===== config.mk =====
export PLATFORM = sky130hd
export DESIGN_NAME = hub75_fb_reader_flat
export DESIGN_NICKNAME = d
export VERILOG_FILES = /design/src/rtl/hub75_pkg.sv /design/src/rtl/hub75_fb_reader_if.sv /design/src/rtl/hub75_fb_addr_gen.sv /design/src/rtl/hub75_fb_reader.sv /design/src/flat_wrapper.sv
export SDC_FILE = /design/constraint.sdc
export NUM_CORES = 1
export LEC_CHECK = 0
export ABC_CLOCK_PERIOD_IN_PS = 8200
export BUFFER_PORTS_ARGS = -buffer_cell sky130_fd_sc_hd__clkbuf_2
export CAP_MARGIN = 5
export CORE_MARGIN = 10
export CORE_UTILIZATION = 45
export DETAILED_ROUTE_END_ITERATION = 6
export GPL_TIMING_DRIVEN = 0
export PLACE_DENSITY_LB_ADDON = 0.2
export SYNTH_ARGS = -nofsm -noshare
export SYNTH_HDL_FRONTEND = slang
export SYNTH_SLANG_ARGS = --single-unit

===== constraint.sdc =====
create_clock -name clk -period 8.2 [get_ports clk]
set_input_delay 2.46 -clock clk [delete_from_list [all_inputs] [get_ports clk]]
set_output_delay 2.46 -clock clk [all_outputs]
set_load 0.02 [all_outputs]

===== src/rtl/hub75_pkg.sv =====
// Shared types and width helpers for the HUB75 frame-buffer reader.
package hub75_pkg;

   localparam int FB_AW = 24;
   localparam int FB_DW = 32;

   typedef enum logic [2:0] {
      ST_IDLE,
      ST_WAIT_IDLE,
      ST_READ,
      ST_DRAIN,
      ST_DONE
   } state_e;

   // Index width for a count of n items; never below 1 so ports stay legal.
   function automatic int width_of(input int n);
      return (n > 1) ? $clog2(n) : 1;
   endfunction

endpackage


===== src/rtl/hub75_fb_reader_if.sv =====
// Burst-read memory interface between the row reader (master) and the frame-buffer memory (slave).
interface hub75_fb_reader_if;
   import hub75_pkg::*;

   logic [FB_AW-1:0] fb_addr;
   logic             fb_do_read;
   logic [FB_DW-1:0] fb_rdata;
   logic             fb_next_word;
   logic             fb_is_idle;

   modport master (
      output fb_addr,
      output fb_do_read,
      input  fb_rdata,
      input  fb_next_word,
      input  fb_is_idle
   );

   modport slave (
      input  fb_addr,
      input  fb_do_read,
      output fb_rdata,
      output fb_next_word,
      output fb_is_idle
   );

endinterface


===== src/rtl/hub75_fb_addr_gen.sv =====
// Registered burst base addresses for the current bank and the bank after it.
module hub75_fb_addr_gen
   import hub75_pkg::*;
#(
   parameter int               N_BANKS = 2,
   parameter int               N_ROWS  = 32,
   parameter int               N_COLS  = 96,
   parameter logic [FB_AW-1:0] FB_BASE = 24'h000000,
   parameter int               ROW_W   = 5,
   parameter int               BANK_W  = 1
) (
   input  logic              clk,
   input  logic              rst,
   input  logic [ROW_W-1:0]  row_i,
   input  logic [BANK_W-1:0] bank_i,
   input  logic              fsel_i,
   output logic [FB_AW-1:0]  addr_cur_o,
   output logic [FB_AW-1:0]  addr_nxt_o
);

   localparam logic [FB_AW-1:0] COLS         = FB_AW'(N_COLS);
   localparam logic [FB_AW-1:0] BANK_STRIDE  = FB_AW'(N_ROWS * N_COLS);
   localparam logic [FB_AW-1:0] FRAME_STRIDE = FB_AW'(N_BANKS * N_ROWS * N_COLS);

   logic [FB_AW-1:0] row_off;
   logic [FB_AW-1:0] bank_off;
   logic [FB_AW-1:0] frame_off;
   logic [FB_AW-1:0] cur_d, cur_q;
   logic [FB_AW-1:0] nxt_d, nxt_q;

   // All sums are 24 bits wide, so the address wraps modulo 2^24.
   always_comb begin
      row_off   = FB_AW'(row_i) * COLS;
      bank_off  = FB_AW'(bank_i) * BANK_STRIDE;
      frame_off = fsel_i ? FRAME_STRIDE : '0;
      cur_d     = FB_BASE + frame_off + bank_off + row_off;
      nxt_d     = cur_d + BANK_STRIDE;
   end

   always_ff @(posedge clk or posedge rst) begin
      if (rst) begin
         cur_q <= FB_BASE;
         nxt_q <= FB_BASE + BANK_STRIDE;
      end else begin
         cur_q <= cur_d;
         nxt_q <= nxt_d;
      end
   end

   assign addr_cur_o = cur_q;
   assign addr_nxt_o = nxt_q;

endmodule


===== src/rtl/hub75_fb_reader.sv =====
// Fetches one row from every panel bank into the line buffer via burst reads.
// Define HUB75_FB_DBUF_EN to enable double-buffered frames with frame_swap / frame_rdy.
//
// state      | meaning
// IDLE       | ready for a row request
// WAIT_IDLE  | request latched, waiting for the memory interface to go idle
// READ       | burst active, each word goes to the line buffer
// DRAIN      | burst request dropped, waiting for idle; stray words ignored
// DONE       | one-cycle row_done pulse
module hub75_fb_reader
   import hub75_pkg::*;
#(
   parameter int               N_BANKS  = 2,
   parameter int               N_ROWS   = 32,
   parameter int               N_COLS   = 96,
   parameter int               BITDEPTH = 24,
   parameter logic [FB_AW-1:0] FB_BASE  = 24'h000000,
   localparam int              ROW_W    = width_of(N_ROWS),
   localparam int              BANK_W   = width_of(N_BANKS),
   localparam int              COL_W    = width_of(N_COLS)
) (
   input  logic                    clk,
   input  logic                    rst,
   input  logic                    row_req_valid,
   input  logic [ROW_W-1:0]        row_req_row,
   output logic                    row_req_ready,
   output logic                    row_done,
   output logic                    lb_wr_ena,
   output logic [BANK_W+COL_W-1:0] lb_wr_addr,
   output logic [BITDEPTH-1:0]     lb_wr_data,
   input  logic                    frame_swap,
   output logic                    frame_rdy,
   hub75_fb_reader_if.master       fb
);

   localparam logic [COL_W-1:0]  LAST_COL  = COL_W'(N_COLS - 1);
   localparam logic [BANK_W-1:0] LAST_BANK = BANK_W'(N_BANKS - 1);
   localparam logic [ROW_W-1:0]  LAST_ROW  = ROW_W'(N_ROWS - 1);

   state_e            state_q, state_d;
   logic [ROW_W-1:0]  row_q, row_d;
   logic [BANK_W-1:0] bank_q, bank_d;
   logic [COL_W-1:0]  col_q, col_d;
   logic [FB_AW-1:0]  fb_addr_q, fb_addr_d;
   logic [FB_AW-1:0]  addr_cur;
   logic [FB_AW-1:0]  addr_nxt;
   logic              fsel_nxt;
   logic              last_word;
   logic [FB_DW-1:0]  unused_rdata;

`ifdef HUB75_FB_DBUF_EN
   logic fsel_q, fsel_d;
   logic pend_q, pend_d;
   assign fsel_nxt = fsel_d;
`else
   logic unused_swap;
   assign unused_swap = frame_swap;
   assign fsel_nxt    = 1'b0;
`endif

   assign unused_rdata = fb.fb_rdata;
   assign last_word    = fb.fb_next_word && (col_q == LAST_COL);

   // Fed with next-state values so the registered address matches row_q/bank_q.
   hub75_fb_addr_gen #(
      .N_BANKS (N_BANKS),
      .N_ROWS  (N_ROWS),
      .N_COLS  (N_COLS),
      .FB_BASE (FB_BASE),
      .ROW_W   (ROW_W),
      .BANK_W  (BANK_W)
   ) u_addr_gen (
      .clk        (clk),
      .rst        (rst),
      .row_i      (row_d),
      .bank_i     (bank_d),
      .fsel_i     (fsel_nxt),
      .addr_cur_o (addr_cur),
      .addr_nxt_o (addr_nxt)
   );

   always_ff @(posedge clk or posedge rst) begin
      if (rst) begin
         state_q   <= ST_IDLE;
         row_q     <= '0;
         bank_q    <= '0;
         col_q     <= '0;
         fb_addr_q <= FB_BASE;
`ifdef HUB75_FB_DBUF_EN
         fsel_q    <= 1'b0;
         pend_q    <= 1'b0;
`endif
      end else begin
         state_q   <= state_d;
         row_q     <= row_d;
         bank_q    <= bank_d;
         col_q     <= col_d;
         fb_addr_q <= fb_addr_d;
`ifdef HUB75_FB_DBUF_EN
         fsel_q    <= fsel_d;
         pend_q    <= pend_d;
`endif
      end
   end

   always_comb begin
      state_d   = state_q;
      row_d     = row_q;
      bank_d    = bank_q;
      col_d     = col_q;
      fb_addr_d = fb_addr_q;
`ifdef HUB75_FB_DBUF_EN
      fsel_d    = fsel_q;
      pend_d    = pend_q | frame_swap;
`endif
      case (state_q)
         ST_IDLE: begin
            if (row_req_valid) begin
               row_d   = row_req_row;
               bank_d  = '0;
               state_d = ST_WAIT_IDLE;
            end
         end
         ST_WAIT_IDLE: begin
            if (fb.fb_is_idle) begin
               fb_addr_d = addr_cur;
               col_d     = '0;
               state_d   = ST_READ;
            end
         end
         ST_READ: begin
            if (last_word) begin
               state_d = ST_DRAIN;
            end else if (fb.fb_next_word) begin
               col_d = col_q + 1'b1;
            end
         end
         ST_DRAIN: begin
            if (fb.fb_is_idle) begin
               if (bank_q < LAST_BANK) begin
                  bank_d    = bank_q + 1'b1;
                  col_d     = '0;
                  fb_addr_d = addr_nxt;
                  state_d   = ST_READ;
               end else begin
                  state_d = ST_DONE;
               end
            end
         end
         ST_DONE: begin
            state_d = ST_IDLE;
`ifdef HUB75_FB_DBUF_EN
            // Swap only between rows, at the end of the last row of a frame.
            if (row_q == LAST_ROW && pend_q) begin
               fsel_d = ~fsel_q;
               pend_d = frame_swap;
            end
`endif
         end
         default: state_d = ST_IDLE;
      endcase
   end

   always_comb begin
      row_req_ready = (state_q == ST_IDLE);
      row_done      = (state_q == ST_DONE);
      fb.fb_addr    = fb_addr_q;
      fb.fb_do_read = (state_q == ST_READ) && !last_word;
      lb_wr_ena     = (state_q == ST_READ) && fb.fb_next_word;
      lb_wr_addr    = {bank_q, col_q};
      lb_wr_data    = fb.fb_rdata[BITDEPTH-1:0];
`ifdef HUB75_FB_DBUF_EN
      frame_rdy     = (state_q == ST_DONE) && (row_q == LAST_ROW) && pend_q;
`else
      frame_rdy     = 1'b0;
`endif
   end

endmodule

===== src/flat_wrapper.sv =====
// flat-port wrapper written by rule: the top's interface ports become plain ports
module hub75_fb_reader_flat import hub75_pkg::*;
#(
   parameter int               N_BANKS  = 2,
   parameter int               N_ROWS   = 32,
   parameter int               N_COLS   = 96,
   parameter int               BITDEPTH = 24,
   parameter logic [FB_AW-1:0] FB_BASE  = 24'h000000,
   localparam int              ROW_W    = width_of(N_ROWS),
   localparam int              BANK_W   = width_of(N_BANKS),
   localparam int              COL_W    = width_of(N_COLS)
)
  (clk, rst, row_req_valid, row_req_row, row_req_ready, row_done, lb_wr_ena, lb_wr_addr, lb_wr_data, frame_swap, frame_rdy, fb_fb_addr, fb_fb_do_read, fb_fb_rdata, fb_fb_next_word, fb_fb_is_idle);
  hub75_fb_reader_if fb_i ();
  input  logic clk;
  input  logic rst;
  input  logic row_req_valid;
  input  logic [ROW_W-1:0] row_req_row;
  output logic row_req_ready;
  output logic row_done;
  output logic lb_wr_ena;
  output logic [BANK_W+COL_W-1:0] lb_wr_addr;
  output logic [BITDEPTH-1:0] lb_wr_data;
  input  logic frame_swap;
  output logic frame_rdy;
  output wire logic [$bits(fb_i.fb_addr)-1:0] fb_fb_addr;
  output wire logic [$bits(fb_i.fb_do_read)-1:0] fb_fb_do_read;
  input wire logic [$bits(fb_i.fb_rdata)-1:0] fb_fb_rdata;
  input wire logic [$bits(fb_i.fb_next_word)-1:0] fb_fb_next_word;
  input wire logic [$bits(fb_i.fb_is_idle)-1:0] fb_fb_is_idle;
  assign fb_fb_addr = fb_i.fb_addr;
  assign fb_fb_do_read = fb_i.fb_do_read;
  assign fb_i.fb_rdata = fb_fb_rdata;
  assign fb_i.fb_next_word = fb_fb_next_word;
  assign fb_i.fb_is_idle = fb_fb_is_idle;
  hub75_fb_reader #(.N_BANKS(N_BANKS), .N_ROWS(N_ROWS), .N_COLS(N_COLS), .BITDEPTH(BITDEPTH), .FB_BASE(FB_BASE)) u_core (.clk(clk), .rst(rst), .row_req_valid(row_req_valid), .row_req_row(row_req_row), .row_req_ready(row_req_ready), .row_done(row_done), .lb_wr_ena(lb_wr_ena), .lb_wr_addr(lb_wr_addr), .lb_wr_data(lb_wr_data), .frame_swap(frame_swap), .frame_rdy(frame_rdy), .fb(fb_i));
endmodule

**Yosys cells after proc, flatten, opt, wreduce, memory -nomap -nowiden**

Cells that the tools add are included.

- Equality and inequality tests: 12
- $lt $le $gt $ge: 1
- Multipliers: 2
- Multiplexer cells: 22
- Reductions and logical operators: 10
- Add/subtract/negate cells: 4

Operators with widths:

| cell | number |
|---|---|
| $mux 24 | 3 |
| $pmux 24 s2 | 1 |
| $mux 7 | 5 |
| $pmux 7 s3 | 1 |
| $add 14x12->15 const B | 1 |
| $mux 3 | 5 |
| $add 13x12->14 | 1 |
| $pmux 3 s4 | 1 |
| $mux 5 | 2 |
| $ne 2x2->1 const B | 5 |
| $reduce_and 4->1 | 2 |
| $add 7x1->7 const B | 1 |
| $eq 7x7->1 const B | 1 |
| $mul 5x2->7 const B | 1 |
| $eq 3x2->1 const B | 2 |
| $reduce_and 6->1 | 1 |
| $ne 2x1->1 const B | 2 |
| $eq 3x1->1 const B | 1 |
| $eq 3x3->1 const B | 1 |
| $logic_and 1x1->1 | 3 |
| $logic_not 3->1 | 1 |
| $mul 1x2->3 const B | 1 |
| $mux 1 | 3 |
| $reduce_bool 3->1 | 1 |
| 5 further kinds | 5 |

- Bits of input ports: 43
- Register bits: 69
- Word-level logic and storage cells: 58

**Longest topological paths before layout**

Gate-level depths: netlist (run 1).

- Word-level depth: 7
- Gate-level depth with buffers: 14
- Gate-level depth less buffers: 13

**By module**

A second synthesis (run 1) with hierarchy kept.

- Cells, all modules: 297
- Area, all modules: 3,056.7 sq um

By module, submodules not included:

| module | times used | cells an instance | area each (sq um) |
|---|---|---|---|
| hub75_fb_reader | 1 | 213 | 2,147.1 |
| hub75_fb_addr_gen | 1 | 84 | 909.6 |

**Worst setup path before layout (run 1)**

Ideal clock, no wire load.

- Path kind: in2out
- Start point: in fb_fb_next_word
- End point: out fb_fb_do_read
- Buffers on the path: 0
- Arrival time: 2,952 ps
- Setup slack: 2,788 ps
- Data required time: 5,740 ps
- Cell stages on the path: 3
- Path through: nand3b_1 > nor2_1 > nor2b_1

- Cells in the longest elaborated chain, start to end: 3

RTL lines:

| item | line | text |
|---|---|---|
| start, declared | flat_wrapper.sv:29 | `input wire logic [$bits(fb_i.fb_next_word)-1:0] fb_fb_next_word;` |
| $logic_and 1x1->1 | hub75_fb_reader.sv:62 | `assign last_word = fb.fb_next_word && (col_q == LAST_COL);` |
| $logic_not 1->1 | hub75_fb_reader.sv:168 | `fb.fb_do_read = (state_q == ST_READ) && !last_word;` |
| $logic_and 1x1->1 | hub75_fb_reader.sv:168 |  |
| end, declared | flat_wrapper.sv:27 | `output wire logic [$bits(fb_i.fb_do_read)-1:0] fb_fb_do_read;` |

No other way between the ends.

**Worst setup path after layout (run 1)**

Ends and elaborated chain as after synthesis.

==> impl_metrics.tcl, run 1 <==
set metrics [dict create \
    status "finished clean" \
    period_minus_slack_ns 5.67 \
    rsz0062_at_grt "false" \
    rows 25 \
    start_util_pct 45.9 \
    synth_area_sq_mm 0.00216 \
    crit_path_end_kind "output port" \
    dieWidth_microns 89.2 \
    place_inst 332 \
    gr-total-overflow 0 \
    root_buffer "clkbuf_8" \
    syn_area_per_cell_sq_um 10.4 \
    grt_pass1_wl_microns 7530 \
    via_per_inst 4.74 \
    routed_wl_microns 4740 \
    nFillCells 421 \
    clk_path_buf_depth 2 \
    ctsResizeCount 0 \
    ys_warn_count 0 \
    synth_area_leader_cell "dfrtp_1" \
    dr.pass1.iters 4 \
    cts_hold_buf 0 \
    maxCapViolCount 0 \
    synthArstFlopShare_pct 100 \
    skew_ns 0.00366 \
    core_sq_mm 0.00469 \
    vdd_ir_drop_max_uv 193 \
    worstMarginPinSlew_ns 0.669 \
    place.port_buffers 54 \
    grtUsageTotal_pct 12.2 \
    whs_ns 0.477 \
    setup_viol 0 \
    crit_type "input pin to output port" \
    wl_per_cell_microns 13.9 \
    clock.fmax_ghz 0.176 \
    synth_top_area_share_pct 39.5 \
    detailed_place_hpwl_microns 3900 \
    synth_cell_types 47 \
    met2_usage_pct 21.5 \
    yosys.cell_count.top_type "buf_4" \
    synth_seq_area_share_pct 41.9 \
    start_kind "input pin" \
    area_delta_synth_final_pct 25.4 \
    drc 0 \
    use_met1_pct 12.9 \
    final_antenna_net_count 0 \
    synthCells 208 \
    grt_pass1_vias 1624 \
    crit_path_max_fanout 4 \
    power.density_mw_per_mm2 393 \
    cts-buffers-inserted 5 \
    fin_crit_sh_pct 69.2 \
    grt_max_degree 23 \
    top_usage_layer "met2" \
    synth_edf_count 0 \
    dieArea_sq_mm 0.00796 \
    slew_headroom_pct 55.3 \
    cp.required_ns 5.74 \
    final_cell_count_no_fill 340 \
    die_h_microns 89.2 \
    nets 339 \
    setup_tns_ns 0 \
    final_max_slew_viol_count 0 \
    cts_tree "built" \
    placed_area_sq_mm 0.00258 \
    place.gp.congestion 0.849 \
    synth-seq-cells 36 \
    antenna_cells 0 \
    clkSinkCount 36 \
    p_leak_nw 1.43 \
    clkTransAtPathRegs_ns 0.07 \
    io_pins 104 \
    hold_violations 0 \
    use_met3_pct 5.10 \
    design_area_sq_mm 0.00270 \
    synthFlopType "dfrtp_1" \
    worstHoldPathType "flip-flop to flip-flop" \
    netlist_top_cells_count "buf_4 (41), dfrtp_1 (34), inv_1 (15)" \
    fin_total_pwr_w 0.00106 \
    cp.arrival_ns 3.21 \
    clk_latency_ns 0.28 \
    antenna_found_initial 0 \
    vias 1613 \
    postCtsSetupRepairBufs 0 \
    drt-initial-drc-count 61 \
    htreeDepth 2 \
    netlist_top_cells_area "dfrtp_1 (39%), buf_4 (14%), mux2_2 (5.7%)" \
    drive_gt1_share_pct 44.1 \
]
==> through the flow <==
step / util, % / setup WS [ns]
after floorplan: - / 2.79
after global placement: 54.3 / 2.53
after detailed placement: 54.9 / 2.55
after CTS: 57.6 / 2.54
after global routing: 57.6 / 2.49
final: 57.6 / 2.53
==> cell families (layout without fill, tap and decap cells) <==
kind of cell               count (synthesis)  count (layout)  synth area share, %
xor gates and xnor gates                   4               4                 1.63
adders and majority gates                 11              11                 7.08
buffers and inverters                     63             126                 19.3
DFF                                       36              36                 41.9
other                                      1              16                0.174
AOI/OAI and AO/OA                         35              35                 11.1
muxes                                     13              13                 6.67
and+or+nand+nor                           45              45                 12.2
==> cell usage in the layout, fill, tap and decap left out, drive strengths merged, types with 3 or more instances in the layout <==
master  instances
nand2          13
dfrtp          34
clkbuf         63
o31ai           6
mux2           11
o21ai           6
a21oi           6
o22ai           3
a211oi          3
ha              9
nand3           4
conb           16
inv            15
nor3b           3
nor2            4
buf            47
nor3            3
==> power breakdown <==
group / total, W / internal [W] / switching [W] / leakage (nW)
clock: 0.000168 / 0.000107 / 0.0000609 / 0.0645
sequential: 0.000311 / 0.000271 / 0.0000403 / 0.442
combinational: 0.000584 / 0.000250 / 0.000334 / 0.925
==> path summary, 6_finish.rpt <==
kind                                  startpoint                                to  slack [ns]  cells past startpoint
setup / recovery                 fb_fb_next_word                     fb_fb_do_read        2.53                      5
hold / removal             u_core.fb.fb_addr[13]             u_core.fb.fb_addr[13]        0.48                      1
setup reg to reg               u_core.state_q[2]  u_core.u_addr_gen.addr_nxt_o[12]        4.56                     12
hold reg to reg            u_core.fb.fb_addr[13]             u_core.fb.fb_addr[13]        0.48                      1
max in group asynchronous                    rst  u_core.u_addr_gen.addr_nxt_o[11]        5.34                      3
min in group asynchronous                    rst                   u_core.col_q[6]        2.25                      2
==> registers in the layout, indices dropped and copies added (netlist names) <==
name and count:
u_core.bank_q 1, u_core.col_q 7, u_core.fb.fb_addr 9, u_core.row_q 5
u_core.state_q 3, u_core.u_addr_gen.addr_cur_o 7, u_core.u_addr_gen.addr_nxt_o 4
==> cell type report <==
cell class	instances	area, sq um	share of cell area, %
clock buffers	7	96.3	3.56
plain buffers	48	359	13.3
multi-input cells	124	893	33.0
inverters	15	56.3	2.08
well taps	54	67.6	2.50
clock inverters	1	30.0	1.11
repair buffers	55	298	11.0
flip-flops and latches	36	903	33.4
==> critical path, stage by stage <==
cell,delay (ns)
clkbuf_2,0.12
nand3b_1,0.13
nor2_1,0.26
nor2b_1,0.08
clkbuf_2,0.16
==> layer usage <==
metal  routed length [microns]  vias up
met5                         0        -
met2                      2500       51
li1                          -      813
met3                       373        4
met4                        33        0
met1                      1830      745
Power figures use the tool's default switching activity.
==> run 2: changes to the inputs <==
--- a/config.mk
+++ b/config.mk
@@ -5,11 +5,11 @@
 export SDC_FILE = /design/constraint.sdc
 export NUM_CORES = 1
 export LEC_CHECK = 0
-export ABC_CLOCK_PERIOD_IN_PS = 8200
+export ABC_CLOCK_PERIOD_IN_PS = 5000
 export BUFFER_PORTS_ARGS = -buffer_cell sky130_fd_sc_hd__clkbuf_2
 export CAP_MARGIN = 5
 export CORE_MARGIN = 10
-export CORE_UTILIZATION = 45
+export CORE_UTILIZATION = 42
 export DETAILED_ROUTE_END_ITERATION = 6
 export GPL_TIMING_DRIVEN = 0
 export PLACE_DENSITY_LB_ADDON = 0.2
==> constraint.sdc (replaced) <==
create_clock -name clk -period 5 [get_ports clk]
set_input_delay 1.5 -clock clk [delete_from_list [all_inputs] [get_ports clk]]
set_output_delay 1.5 -clock clk [all_outputs]
set_load 0.02 [all_outputs]
==> run 2 against run 1 <==
Global-route usage is 0.053 points lower; largest cell class unchanged; final cell count is 4.4% higher; via count is 0.31% lower; worst hold slack hardly changed; non-clock buffer count is 1 lower; die area is 5.5% higher; sequential share of layout area is 0.093 points higher.
==> impl_metrics.tcl, run 2 (same netlist as run 1, synthesis figures left out) <==
set metrics [dict create \
    power.density_mw_per_mm2 653 \
    postCtsSetupRepairBufs 0 \
    setup_tns_ns 0 \
    vias 1608 \
    r2r_slack_ns 1.35 \
    final_cell_count_no_fill 355 \
    crit_family "adder cells" \
    final_common_cell "clkbuf_2" \
    clk_path_buf_depth 2 \
    vdd_ir_drop_max_uv 376 \
    cts-buffers-inserted 5 \
    drt-initial-drc-count 26 \
    r2r_start "u_core.state_q[2]" \
    drive_gt1_share_pct 44.2 \
    path_buf_inv 2 \
    root_buffer "clkbuf_8" \
    holdCritStartpoint "u_core.u_addr_gen.addr_cur_o[6]" \
    clkSinkCount 36 \
    nFillCells 463 \
    rsz0062_at_grt "false" \
    place_inst 347 \
    io_pins 104 \
    largest_register_ff_count 9 \
    wl_per_cell_microns 14.0 \
    grt_pass1_vias 1704 \
    fin_crit_sh_pct 86.7 \
    skew_ns 0.00662 \
    area_delta_synth_final_pct 25.1 \
    status "finished clean" \
    dr.pass1.iters 4 \
    crit_path_end_kind "flip-flop" \
    rows 26 \
    core_sq_mm 0.00504 \
    final_antenna_net_count 0 \
    clk_latency_ns 0.30 \
    final_cell_mix "clkbuf_2 (54), buf_4 (41), dfrtp_1 (34), conb_1 (16), inv_1 (14)" \
    clock.fmax_ghz 0.231 \
    crit_path_max_fanout 9 \
    start_util_pct 42.8 \
    clkTransAtPathRegs_ns 0.07 \
    cp_cell_sequence "clkbuf_2, nor4b_4, mux2_2, ha_1, a21o_1, a21oi_1, xnor2_1, ha_1, inv_1, fa_1, ha_1, xor2_1" \
    slowest_delay_ns 0.54 \
    htreeDepth 2 \
    r2r_cells 12 \
    setup_viol 0 \
    cp.required_ns 5.18 \
    final_max_slew_viol_count 0 \
    worstMarginPinSlew_ns 0.746 \
    rr_endpoint "u_core.u_addr_gen.addr_nxt_o[12]" \
    maxCapViolCount 0 \
    grt_pass1_wl_microns 8270 \
    cp_slowest_cell "nor4b_4" \
    cp.arrival_ns 4.52 \
    routed_wl_microns 4980 \
    p_leak_nw 1.42 \
    crit_type "input pin to flip-flop" \
    antenna_cells 0 \
    period_minus_slack_ns 4.34 \
    cts_hold_buf 0 \
    via_per_inst 4.53 \
    place.port_buffers 54 \
    dieWidth_microns 91.6 \
    grt_max_degree 37 \
    dieArea_sq_mm 0.00840 \
    nets 338 \
    slew_headroom_pct 50.2 \
    hold_violations 0 \
    antenna_found_initial 0 \
    worstHoldPathCells 1 \
    drc 0 \
    cts_tree "built" \
    place.gp.congestion 0.805 \
    path_common_cell "ha_1" \
    worstHoldPathType "flip-flop to flip-flop" \
    grtUsageTotal_pct 12.1 \
    die_h_microns 91.6 \
    ctsResizeCount 0 \
    gr-total-overflow 0 \
    whs_endpoint "u_core.fb.fb_addr[6]" \
    start_kind "input pin" \
    detailed_place_hpwl_microns 3880 \
]
-- run 2: cell count changes in the layout (fill, tap and decap cells not counted), sizes merged --
cell	change
buf	-1
-- run 2: area by class of cell --
| class | count | area (sq um) | share of cell area, % |
|---|---|---|---|
| Tap cell | 70 | 87.6 | 3.25 |
| Inverter | 15 | 56.3 | 2.09 |
| Sequential cell | 36 | 903 | 33.5 |
| Timing Repair Buffer | 54 | 270 | 10.0 |
| Multi-Input combinational cell | 124 | 893 | 33.1 |
| Clock inverter | 1 | 30.0 | 1.11 |
| Clock buffer | 7 | 96.3 | 3.57 |
| Buffer | 48 | 359 | 13.3 |
-- run 2: how the worst max path moves through the flow --
stage                       start                          endpoint  slack, ns  cells past startpoint
floorplan           row_req_valid  u_core.u_addr_gen.addr_nxt_o[12]       0.76                     11
global placement    row_req_valid  u_core.u_addr_gen.addr_nxt_o[12]       0.36                     12
detailed placement  row_req_valid  u_core.u_addr_gen.addr_nxt_o[12]       0.36                     12
CTS                 row_req_valid  u_core.u_addr_gen.addr_nxt_o[12]       0.66                     12
global route        row_req_valid  u_core.u_addr_gen.addr_nxt_o[12]       0.51                     12
finish              row_req_valid  u_core.u_addr_gen.addr_nxt_o[12]       0.66                     12
-- run 2: metal layers --
metal,vias up,wire (microns),GRT usage (%)
li1,810,-,-
met1,744,1900,12.8
met2,43,2670,21.0
met3,11,327,4.24
met4,0,87,6.01
met5,-,0,0
-- run 2: worst register-to-register path, delay by kind of cell, from the launching register on --
kind,cells,cell delay (ns)
buffers and inverters,2,0.25
multiplexers,1,0.46
XOR/XNOR,2,0.30
AO/OA/AOI/OAI,2,0.36
AND/OR/NAND/NOR,1,0.61
adder cells (fa/ha/maj),4,1.20
flip-flops,1,0.36
-- run 2: power by group --
group,internal (W),switching [W],total (W),leakage [nW]
combinational,0.000408,0.000556,0.000964,0.911
clock,0.000176,0.000109,0.000285,0.0645
sequential,0.000443,0.0000677,0.000511,0.442
total,0.00103,0.000733,0.00176,1.42
-- run 2: metrics by stage --
stage / setup WS [ns] / area [sq um] / util (%) / hold WS (ns) / total power (W)
after detailed placement: 0.363 / 2570 / 51.0 / 0.465 / 0.00148
after global routing: 0.509 / 2700 / 53.5 / 0.500 / 0.00192
final: 0.664 / 2700 / 53.5 / 0.476 / 0.00176
after CTS: 0.656 / 2700 / 53.5 / 0.481 / 0.00177
after floorplan: 0.762 / 2210 / - / 0.455 / 0.00125
after global placement: 0.362 / 2570 / 51.0 / 0.459 / 0.00146
==> run 3: changes to the inputs <==
--- a/config.mk
+++ b/config.mk
@@ -9,10 +9,11 @@
 export BUFFER_PORTS_ARGS = -buffer_cell sky130_fd_sc_hd__clkbuf_2
 export CAP_MARGIN = 5
 export CORE_MARGIN = 10
-export CORE_UTILIZATION = 42
+export CORE_UTILIZATION = 45
 export DETAILED_ROUTE_END_ITERATION = 6
 export GPL_TIMING_DRIVEN = 0
 export PLACE_DENSITY_LB_ADDON = 0.2
 export SYNTH_ARGS = -nofsm -noshare
 export SYNTH_HDL_FRONTEND = slang
+export SYNTH_HIERARCHICAL = 1
 export SYNTH_SLANG_ARGS = --single-unit
==> run 3 against run 2 <==
Sequential power grew 49%; critical path depth is 1 higher; sequential cell count rose by 18; power is 36% higher; worst setup slack got worse by 0.047 ns; sequential share of layout area up 3.0 points; non-clock buffer count is 36 higher; clock skew is 0.0037 ns lower; maximum frequency decreased by 1.1%; wire length grew 26%; combinational power is 42% higher; final cell count is 35% higher; largest power group unchanged; highest routed layer unchanged.
==> impl_metrics.tcl, run 3 <==
set metrics [dict create \
    core_sq_mm 0.00646 \
    synth_area_sq_mm 0.00306 \
    clkTransAtPathRegs_ns 0.10 \
    worstMarginPinSlew_ns 0.853 \
    synth_top_area_share_pct 42.6 \
    synth_edf_count 0 \
    top_usage_layer "met2" \
    grt_pass1_wl_microns 10300 \
    drc 0 \
    final_common_cell "clkbuf_2" \
    via_per_inst 4.59 \
    status "finished clean" \
    final_antenna_net_count 0 \
    io_pins 104 \
    synth-seq-cells 54 \
    maxCapViolCount 0 \
    netlist_top_cells_area "dfrtp_1 (43%), buf_4 (15%), mux2i_1 (7.9%)" \
    synth_area_leader_cell "dfrtp_1" \
    final_util_pct 57.4 \
    synth_simple_gate_area_share_pct 9.62 \
    synth_seq_area_share_pct 44.3 \
    crit_type "input pin to flip-flop" \
    met2_usage_pct 21.8 \
    dr.pass1.iters 4 \
    dieArea_sq_mm 0.0105 \
    cp.required_ns 5.21 \
    regArea_sq_mm 0.00135 \
    netlist_top_cells_count "buf_4 (61), dfrtp_1 (52), a21oi_1 (33)" \
    rsz0062_at_grt "false" \
    cts_hold_buf 0 \
    root_buffer "clkbuf_8" \
    clock.fmax_ghz 0.228 \
    worstHoldPathType "flip-flop to flip-flop" \
    synth_top_family_by_area "buffers and inverters" \
    slew_headroom_pct 43.0 \
    cp.arrival_ns 4.59 \
    nFillCells 579 \
    ctsResizeCount 0 \
    synthArstFlopShare_pct 100 \
    clkSinkCount 54 \
    place.port_buffers 69 \
    setup_tns_ns 0 \
    routed_wl_microns 6280 \
    power.density_mw_per_mm2 644 \
    fin_total_pwr_w 0.00239 \
    grt_pass1_vias 2230 \
    drt-initial-drc-count 68 \
    synth_cell_types 39 \
    antenna_found_initial 0 \
    grt_max_degree 41 \
    gr-total-overflow 0 \
    cts_tree "built" \
    period_minus_slack_ns 4.38 \
    clk_latency_ns 0.31 \
    place.gp.congestion 0.847 \
    setup_viol 0 \
    wl_per_cell_microns 13.0 \
    postCtsSetupRepairBufs 0 \
    synth_mux_area_share_pct 9.70 \
    final_max_slew_viol_count 0 \
    synth-xor-area-share_pct 1.43 \
    fin_crit_sh_pct 87.7 \
    htreeDepth 2 \
    skew_ns 0.00293 \
    die_h_microns 102 \
    synth_compound_area_share_pct 10.4 \
    r2r_cells 14 \
    crit_path_end_kind "flip-flop" \
    detailed_place_hpwl_microns 5000 \
    vias 2210 \
    ys_warn_count 6 \
    largest_register_ff_count 24 \
    multi_input_area_sq_mm 0.00124 \
    use_met3_pct 3.10 \
    hold_violations 0 \
    synthCells 297 \
    syn_area_per_cell_sq_um 10.3 \
    nets 458 \
    use_met1_pct 13.3 \
    grtUsageTotal_pct 12.2 \
    rows 29 \
    worstHoldPathCells 2 \
    cts-buffers-inserted 5 \
    start_util_pct 47.3 \
    antenna_cells 0 \
    start_kind "input pin" \
    synth_fa_ha_area_share_pct 5.65 \
    drive_gt1_share_pct 39.6 \
    vdd_ir_drop_max_uv 333 \
    dieWidth_microns 102 \
    synthFlopType "dfrtp_1" \
    area_delta_synth_final_pct 21.2 \
    clk_path_buf_depth 2 \
    crit_path_max_fanout 6 \
    yosys.cell_count.top_type "buf_4" \
    p_leak_nw 1.93 \
    final_cell_mix "clkbuf_2 (69), buf_4 (61), dfrtp_1 (52), a21oi_1 (33), conb_1 (32)" \
]
-- run 3: kinds of logic after synthesis --
family          Yosys count
mux                      29
other cells               2
simple gates             59
buf+inv                  82
xor+xnor                  5
fa+ha+maj                12
flops                    54
compound gates           54
-- run 3: stage by stage --
step | std cells | worst slack, ns | hold WS [ns] | cell area, sq um
final | 481 | 0.616 | 0.532 | 3700
after global routing | 481 | 0.475 | 0.558 | 3700
after CTS | 481 | 0.628 | 0.537 | 3700
after detailed placement | 473 | 0.277 | 0.507 | 3610
after global placement | 473 | 0.329 | 0.503 | 3610
after floorplan | 327 | 0.599 | 0.487 | 3170
-- run 3: layer usage --
| metal | part of all wire [%] | wire length [microns] |
|---|---|---|
| met1 | 42 | 2620 |
| met2 | 50 | 3170 |
| met3 | 6.2 | 392 |
| met4 | 1.5 | 94 |
| met5 | 0 | 0 |
-- run 3: critical path, stage by stage --
cell      delay, ns
clkbuf_2       0.09
and2_1         0.11
buf_2          0.19
mux2_2         0.39
ha_1           0.36
a21oi_1        0.19
nand2_1        0.11
a21o_1         0.20
fa_1           0.43
ha_1           0.22
fa_1           0.54
o21ai_0        0.12
xnor2_1        0.13
-- run 3: path summary, 6_finish.rpt --
kind,startpoint,end,slack (ns)
max,row_req_valid,u_core/u_addr_gen/addr_nxt_o[13],0.62
min,u_core/fb.fb_addr[0],u_core/fb.fb_addr[0],0.53
max reg2reg,u_core/state_q[1],u_core/u_addr_gen/addr_nxt_o[13],1.05
min reg2reg,u_core/fb.fb_addr[0],u_core/fb.fb_addr[0],0.53
max in group asynchronous,rst,u_core/fb.fb_addr[14],3.11
min in group asynchronous,rst,u_core/u_addr_gen/addr_cur_o[8],1.20
-- run 3: report_power, final --
group | switching [W] | internal (W)
logic | 0.000782 | 0.000592
clock network | 0.000149 | 0.000101
registers | 0.000103 | 0.000660
-- run 3: area by class of cell --
cell class / instances / share of cell area [%]
clock buffer: 5 / 1.86
inverter: 13 / 1.32
sequential: 54 / 36.5
tap: 77 / 2.60
buffer: 69 / 14.1
timing repair buffer: 69 / 9.32
multi-input combinational: 191 / 33.6
clock inverter: 3 / 0.675
